**src/rtl/blink_monitor.sv**
```systemverilog
// Measures high/low durations of an asynchronous blink waveform, one full period at a time,
// and hands each result to a consumer through a valid/ack handshake.
module blink_monitor #(
  parameter int unsigned CNT_W = 16,
  parameter int unsigned PER_W = 16
) (
  input  logic             clk,
  input  logic             reset,
  input  logic             in,
  input  logic             ack,
  output logic             valid,
  output logic [CNT_W-1:0] high_len,
  output logic [CNT_W-1:0] low_len,
  output logic [PER_W-1:0] periods,
  output logic             overrun,
  output logic             timeout
);

  typedef enum logic [1:0] {StSync, StHigh, StLow} state_e;

  localparam logic [CNT_W-1:0] CntOne = CNT_W'(1);
  localparam logic [PER_W-1:0] PerOne = PER_W'(1);

  state_e           state_q, state_d;
  logic             sync1_q, in_s_q, prev_q;
  logic [2:0]       warm_q, warm_d;
  logic [CNT_W-1:0] cnt_q, cnt_d, hi_tmp_q, hi_tmp_d;
  logic [CNT_W-1:0] high_len_q, high_len_d, low_len_q, low_len_d;
  logic [PER_W-1:0] periods_q, periods_d;
  logic             valid_q, valid_d, overrun_q, overrun_d, timeout_q, timeout_d;
  logic             rise, fall, sat, complete;

  // Reset zeros in the synchronizer are not observations of in; a rise only counts once
  // prev holds a genuine sample, so a line already high at reset release is ignored.
  assign rise = in_s_q & ~prev_q & warm_q[2];
  assign fall = ~in_s_q & prev_q;
  assign sat  = (cnt_q == '1);

  always_comb begin
    state_d    = state_q;
    warm_d     = {warm_q[1:0], 1'b1};
    cnt_d      = cnt_q;
    hi_tmp_d   = hi_tmp_q;
    high_len_d = high_len_q;
    low_len_d  = low_len_q;
    periods_d  = periods_q;
    valid_d    = valid_q;
    overrun_d  = overrun_q;
    timeout_d  = timeout_q;
    complete   = 1'b0;

    case (state_q)
      StSync: begin
        if (rise) begin
          state_d = StHigh;
          cnt_d   = CntOne;
        end
      end
      StHigh: begin
        if (fall) begin
          hi_tmp_d = cnt_q;
          cnt_d    = CntOne;
          state_d  = StLow;
        end else if (sat) begin
          timeout_d = 1'b1;
          cnt_d     = '0;
          state_d   = StSync;
        end else begin
          cnt_d = cnt_q + CntOne;
        end
      end
      StLow: begin
        if (rise) begin
          complete = 1'b1;
          cnt_d    = CntOne;
          state_d  = StHigh;
        end else if (sat) begin
          timeout_d = 1'b1;
          cnt_d     = '0;
          state_d   = StSync;
        end else begin
          cnt_d = cnt_q + CntOne;
        end
      end
      default: state_d = StSync;
    endcase

    if (valid_q && ack) valid_d = 1'b0;

    // A completion loads only if the slot is free or being freed this cycle.
    if (complete) begin
      periods_d = periods_q + PerOne;
      if (!valid_q || ack) begin
        high_len_d = hi_tmp_q;
        low_len_d  = cnt_q;
        valid_d    = 1'b1;
      end else begin
        overrun_d = 1'b1;
      end
    end
  end

  always_ff @(posedge clk) begin
    if (reset) begin
      state_q    <= StSync;
      sync1_q    <= 1'b0;
      in_s_q     <= 1'b0;
      prev_q     <= 1'b0;
      warm_q     <= '0;
      cnt_q      <= '0;
      hi_tmp_q   <= '0;
      high_len_q <= '0;
      low_len_q  <= '0;
      periods_q  <= '0;
      valid_q    <= 1'b0;
      overrun_q  <= 1'b0;
      timeout_q  <= 1'b0;
    end else begin
      state_q    <= state_d;
      sync1_q    <= in;
      in_s_q     <= sync1_q;
      prev_q     <= in_s_q;
      warm_q     <= warm_d;
      cnt_q      <= cnt_d;
      hi_tmp_q   <= hi_tmp_d;
      high_len_q <= high_len_d;
      low_len_q  <= low_len_d;
      periods_q  <= periods_d;
      valid_q    <= valid_d;
      overrun_q  <= overrun_d;
      timeout_q  <= timeout_d;
    end
  end

  assign valid    = valid_q;
  assign high_len = high_len_q;
  assign low_len  = low_len_q;
  assign periods  = periods_q;
  assign overrun  = overrun_q;
  assign timeout  = timeout_q;

endmodule

```
**config.mk**
```make
export PLATFORM = sky130hd
export DESIGN_NAME = blink_monitor
export DESIGN_NICKNAME = d
export VERILOG_FILES = /design/src/rtl/blink_monitor.sv
export SDC_FILE = /design/constraint.sdc
export NUM_CORES = 1
export LEC_CHECK = 0
export BUFFER_PORTS_ARGS = -buffer_cell sky130_fd_sc_hd__buf_2
export CAP_MARGIN = 5
export CORE_MARGIN = 2
export CORE_UTILIZATION = 55
export DETAILED_ROUTE_END_ITERATION = 8
export PLACE_DENSITY = 0.74
export SLEW_MARGIN = 20
export SYNTH_ARGS = -nofsm -noshare
export SYNTH_HDL_FRONTEND = slang
export SYNTH_SLANG_ARGS = --single-unit
```
**constraint.sdc**
```tcl
create_clock -name clk -period 3.52 [get_ports clk]
set_input_delay 0.704 -clock clk [delete_from_list [all_inputs] [get_ports clk]]
set_output_delay 0.704 -clock clk [all_outputs]
set_load 0.01 [all_outputs]
```
==> flow_metrics.tcl, run 1 <==
set metrics [dict create \
    place.gp.congestion 0.836 \
    path_clk_slew_ns 0.11 \
    arrival_ns 2.49 \
    setup_viol 0 \
    crit_chain "inv_1 > ha_1 > and4b_1 > nand2_1 > nand2_1 > a21oi_1" \
    drt_pass1_iterations 4 \
    nFillCells 556 \
    maxSlewHeadroom_pct 32.4 \
    io_buffers 54 \
    syn_nets 461 \
    cts_sinks 91 \
    coreArea_sq_mm 0.00672 \
    postCtsSetupBuffers 0 \
    cpPeakStageDelay_ns 0.65 \
    ctsHoldBuffers 0 \
    yosysMostFrequentCell "nand2_1" \
    die_x_um 86.9 \
    drc_errors 0 \
    yosysTopAreaCell "dfxtp_1" \
    max-vdd-ir-drop_v 0.000288 \
    drv_slew 0 \
    nets 504 \
    yosys.area_share.adder_pct 1.99 \
    clock.fmax_ghz 0.439 \
    crit_top_cell "nand2_1" \
    synth_area_per_cell_sq_um 8.37 \
    dp_hpwl_mm 5.16 \
    skew_ns 0.0154 \
    worstMarginPinSlew_ns 1.01 \
    hold_class "reg2reg" \
    p_leak_nw 1.61 \
    clk_latency_ns 0.37 \
    cts_resized 0 \
    finalCriticalPeriod_ns 2.28 \
    vias 3175 \
    htree_levels 3 \
    io-pin-count 55 \
    diodes 0 \
    power_mw 1.82 \
    drt-wirelength-per-cell_um 13.3 \
    crit_required_ns 3.73 \
    rsz0062_at_grt "false" \
    finalCritPeriodShare_pct 64.7 \
    synth-simple-area-share_pct 27.3 \
    ys_types 45 \
    grt_pass1_wl_mm 12.6 \
    drtIter0Drc 203 \
    die-height_um 86.9 \
    area_growth_pct 11.9 \
    grt_max_degree 79 \
    die_area_sq_mm 0.00754 \
    vias_per_cell 5.48 \
    cp_max_fo 32 \
    synthMuxAreaShare_pct 0.530 \
    fin_setup_tns_ns 0 \
    cts-root-buf "clkbuf_8" \
    synth_top_family_by_area "simple AND/OR/NAND/NOR gates" \
    synth_compound_area_share_pct 14.0 \
    drtAntennaViolNets 0 \
    yosys-top-cells-count "119 x nand2_1, 91 x dfxtp_1, 65 x a21oi_1" \
    worstSetupPathType "reg2reg" \
    ys_async_sr_fraction_pct 0 \
    hold_violations 0 \
    slowest_stage "nand2_1" \
    initial_core_util_pct 56.2 \
    max-cap-violations 0 \
    gr-total-overflow 0 \
    first_global_vias 2690 \
    rows 30 \
    p_per_area_mw_per_mm2 432 \
    synth-xor-area-share_pct 3.71 \
    synth_top_area_share_pct 48.2 \
    wl_mm 7.69 \
    final_core_util_pct 62.9 \
    synth_seq_cells 91 \
    synth_edf_count 0 \
    syn_inst 451 \
    antenna_found_initial 0 \
    cts_buffers 9 \
    cts_tree "done" \
    drive_gt1_share_pct 17.8 \
    status "complete, no violations" \
    yosys_warnings 0 \
    track_usage_pct 20.8 \
    synthFlopType "dfxtp_1" \
    worst_setup_path_end_kind "flop" \
    startpoint_type "flop" \
    ys_top_cells_by_area "dfxtp_1 48%, nand2_1 12%, a21oi_1 8.6%" \
    synth_area_sq_mm 0.00378 \
    ys_seq_area_share_pct 48.2 \
    max-clock-path-buffers 2 \
]
## state kept, by name (all words and copies together), names as in the netlist, 2 cells and up
name	cells
state_q	2
periods	16
hi_tmp_q	16
low_len	16
high_len	16
cnt_q	16
warm_q	3
## final cells by class
cell class	count	area, sq um	area share, %
clock buffer	9	124	2.93
clock inverter	7	70.1	1.66
sequential	91	1820	43.1
multi-input combinational	328	1800	42.5
tap	80	100	2.37
timing repair buffer	56	285	6.75
inverter	8	30.0	0.710
## stage by stage
stage	instance area, sq um	worst slack, ns	hold WS [ns]	cells
2_1_floorplan	3780	1.77	0.414	451
3_3_place_gp	4030	1.30	0.417	563
3_5_place_dp	4030	1.22	0.428	563
4_1_cts	4230	1.19	0.446	579
5_1_grt	4230	0.974	0.459	579
6_report	4230	1.24	0.444	579
## path summary, 6_finish.rpt
kind                             from                        to  slack (ns)  depth (start not counted)
min reg2reg  hi_tmp_q[0]$_SDFFE_PP0P_  high_len[0]$_SDFFE_PP0P_        0.44                          2
max           state_q[0]$_SDFFE_PP0P_  low_len[15]$_SDFFE_PP0P_        1.24                          6
max reg2reg   state_q[0]$_SDFFE_PP0P_  low_len[15]$_SDFFE_PP0P_        1.24                          6
min          hi_tmp_q[0]$_SDFFE_PP0P_  high_len[0]$_SDFFE_PP0P_        0.44                          2
## worst max-delay path: cells and delay by family (launching register included)
kind | cells | cell delay [ns]
fa+ha+maj | 1 | 0.27
flops | 1 | 0.35
buf+inv | 1 | 0.11
compound gates | 1 | 0.09
simple gates | 3 | 1.31
## kinds of logic after synthesis
group,count (synthesis)
and+or+nand+nor,214
AOI/OAI and AO/OA,90
adders and majority gates,6
DFF,91
muxes,2
buffers and inverters,32
xor gates and xnor gates,16
## per-layer routing
layer / up-vias / part of all wire [%] / track usage (%)
li1: 1610 / - / -
met1: 1478 / 49 / 29.9
met2: 76 / 45 / 31.2
met3: 11 / 4.2 / 3.32
met4: 0 / 1.6 / 8.24
met5: - / 0 / 0
## placed cells by master (no fill, tap or decap), drive strengths merged, types with 2 or more instances in the layout
master and n:
or3 3, and3 3, nand4b 4, a21o 2
and4 3, inv 11, o21ai 9, nor4 5
a31oi 3, a41oi 2, nand4 9, or2 3
nor2 35, nand3 18, xnor2 6, nor3 2
clkbuf 9, nor2b 6, xor2 10, a22oi 2
a21oi 67, clkinv 3, ha 6, nand2 119
buf 56, mux2i 2, dfxtp 91
## report_power, final
group	internal, mW	switching [mW]
combinational	0.0275	0.0655
sequential	1.04	0.00901
clock	0.275	0.411
total	1.34	0.486
Note: power is estimated with default switching activity, not from simulation.
==> run 2: changes to the inputs <==
- clock period: 3.52 -> 2.4 ns (I/O delays scaled with it)
==> run 2 against run 1 <==
Sequential share of layout area is 0.70 points lower. Register-to-register slack worse by 0.99 ns. Fmax is 6.1% higher. Setup slack worse by 0.99 ns. Worst hold slack worse by 0.11 ns. Critical path depth stayed put. Clock skew is 0.0059 ns lower. Core utilization is 1.0 points higher. Largest power group unchanged. Combinational power is 53% higher. Sequential power is 46% higher.
==> flow_metrics.tcl, run 2 (same netlist as run 1, synthesis figures left out) <==
set metrics [dict create \
    htree_levels 3 \
    hold_class "in2reg" \
    clock.fmax_ghz 0.466 \
    drv_slew 0 \
    rsz0062_at_grt "false" \
    die_area_sq_mm 0.00754 \
    place.gp.congestion 0.896 \
    p_leak_nw 1.65 \
    hold_violations 0 \
    reg2reg_depth 6 \
    cts-root-buf "clkbuf_8" \
    wl_mm 7.94 \
    vias 3190 \
    io_buffers 54 \
    path_clk_slew_ns 0.09 \
    crit_required_ns 2.67 \
    coreArea_sq_mm 0.00672 \
    cts_buffers 9 \
    drive_gt1_share_pct 19.0 \
    use_met2_pct 32.9 \
    setup_viol 0 \
    use_met1_pct 31.0 \
    drtAntennaViolNets 0 \
    placed_area_sq_mm 0.00409 \
    worstMarginPinSlew_ns 0.805 \
    finalCritPeriodShare_pct 89.5 \
    final_common_cell "nand2_1" \
    dpl.cell_count 570 \
    drc_errors 0 \
    p_per_area_mw_per_mm2 638 \
    diodes 0 \
    drt-wirelength-per-cell_um 13.5 \
    fin_setup_tns_ns 0 \
    busiest_layer "met2" \
    power_mw 2.74 \
    grt_max_degree 79 \
    grt_pass1_wl_mm 13.1 \
    die_x_um 86.9 \
    dp_hpwl_mm 5.45 \
    hold_depth 2 \
    whs_ns 0.336 \
    cp_max_fo 16 \
    initial_core_util_pct 56.2 \
    cts_sinks 91 \
    worstSetupPathType "reg2reg" \
    die-height_um 86.9 \
    io-pin-count 55 \
    postCtsSetupBuffers 0 \
    finalCriticalPeriod_ns 2.15 \
    first_global_vias 2793 \
    fin_cells 586 \
    worst_setup_path_end_kind "flop" \
    most-common-layout-cells "119 x nand2_1, 91 x dfxtp_1, 65 x a21oi_1" \
    drt_pass1_iterations 4 \
    track_usage_pct 21.8 \
    gr-total-overflow 0 \
    clk_latency_ns 0.36 \
    antenna_found_initial 0 \
    maxSlewHeadroom_pct 45.9 \
    cts_tree "done" \
    cts_resized 0 \
    max-cap-violations 0 \
    drtIter0Drc 255 \
    nets 511 \
    startpoint_type "flop" \
    met3_usage_pct 3.13 \
    max-clock-path-buffers 2 \
    max-vdd-ir-drop_v 0.000342 \
    fin_area_sq_mm 0.00430 \
    ctsHoldBuffers 0 \
    arrival_ns 2.41 \
    skew_ns 0.00950 \
    status "complete, no violations" \
    vias_per_cell 5.44 \
    area_growth_pct 13.8 \
    rows 30 \
]
-- run 2: where the power goes --
part,switching (mW),internal [mW]
Combinational,0.0975,0.0445
Sequential,0.0123,1.52
Clock,0.571,0.497
Total,0.681,2.06
-- run 2: cell type report --
class / count / area, sq um
clock buffer: 9 / 124
clock inverter: 7 / 87.6
fill: 589 / 2420
inverter: 8 / 30.0
multi-input combinational: 328 / 1800
sequential: 91 / 1820
tap: 80 / 100
timing repair buffer: 63 / 338
-- run 2: per-layer routing --
layer  share of wire (%)  vias to the layer above
met3                 5.5                       12
li1                    -                     1618
met4                 2.0                        0
met1                  46                     1477
met2                  46                       83
met5                   0                        -
-- run 2: path summary, 6_finish.rpt --
kind / startpoint / end / slack, ns
max: state_q[0]$_SDFFE_PP0P_ / cnt_q[12]$_SDFFE_PP0P_ / 0.25
max reg2reg: state_q[0]$_SDFFE_PP0P_ / cnt_q[12]$_SDFFE_PP0P_ / 0.25
min: in / sync1_q$_SDFF_PP0_ / 0.34
min reg2reg: warm_q[1]$_SDFF_PP0_ / warm_q[2]$_SDFF_PP0_ / 0.44
-- run 2: through the flow --
stage	setup slack (ns)	utilization (%)
after CTS	0.241	63.9
after global placement	0.377	60.8
after floorplan	0.649	-
final	0.253	63.9
after detailed placement	0.281	60.8
after global routing	0.110	63.9
-- run 2: critical path, cell delays in order (launching register included) --
cell	delay, ns
dfxtp_1	0.40
inv_1	0.10
ha_1	0.35
o21ai_2	0.10
nor4_4	0.69
nand2_1	0.14
o41ai_2	0.27
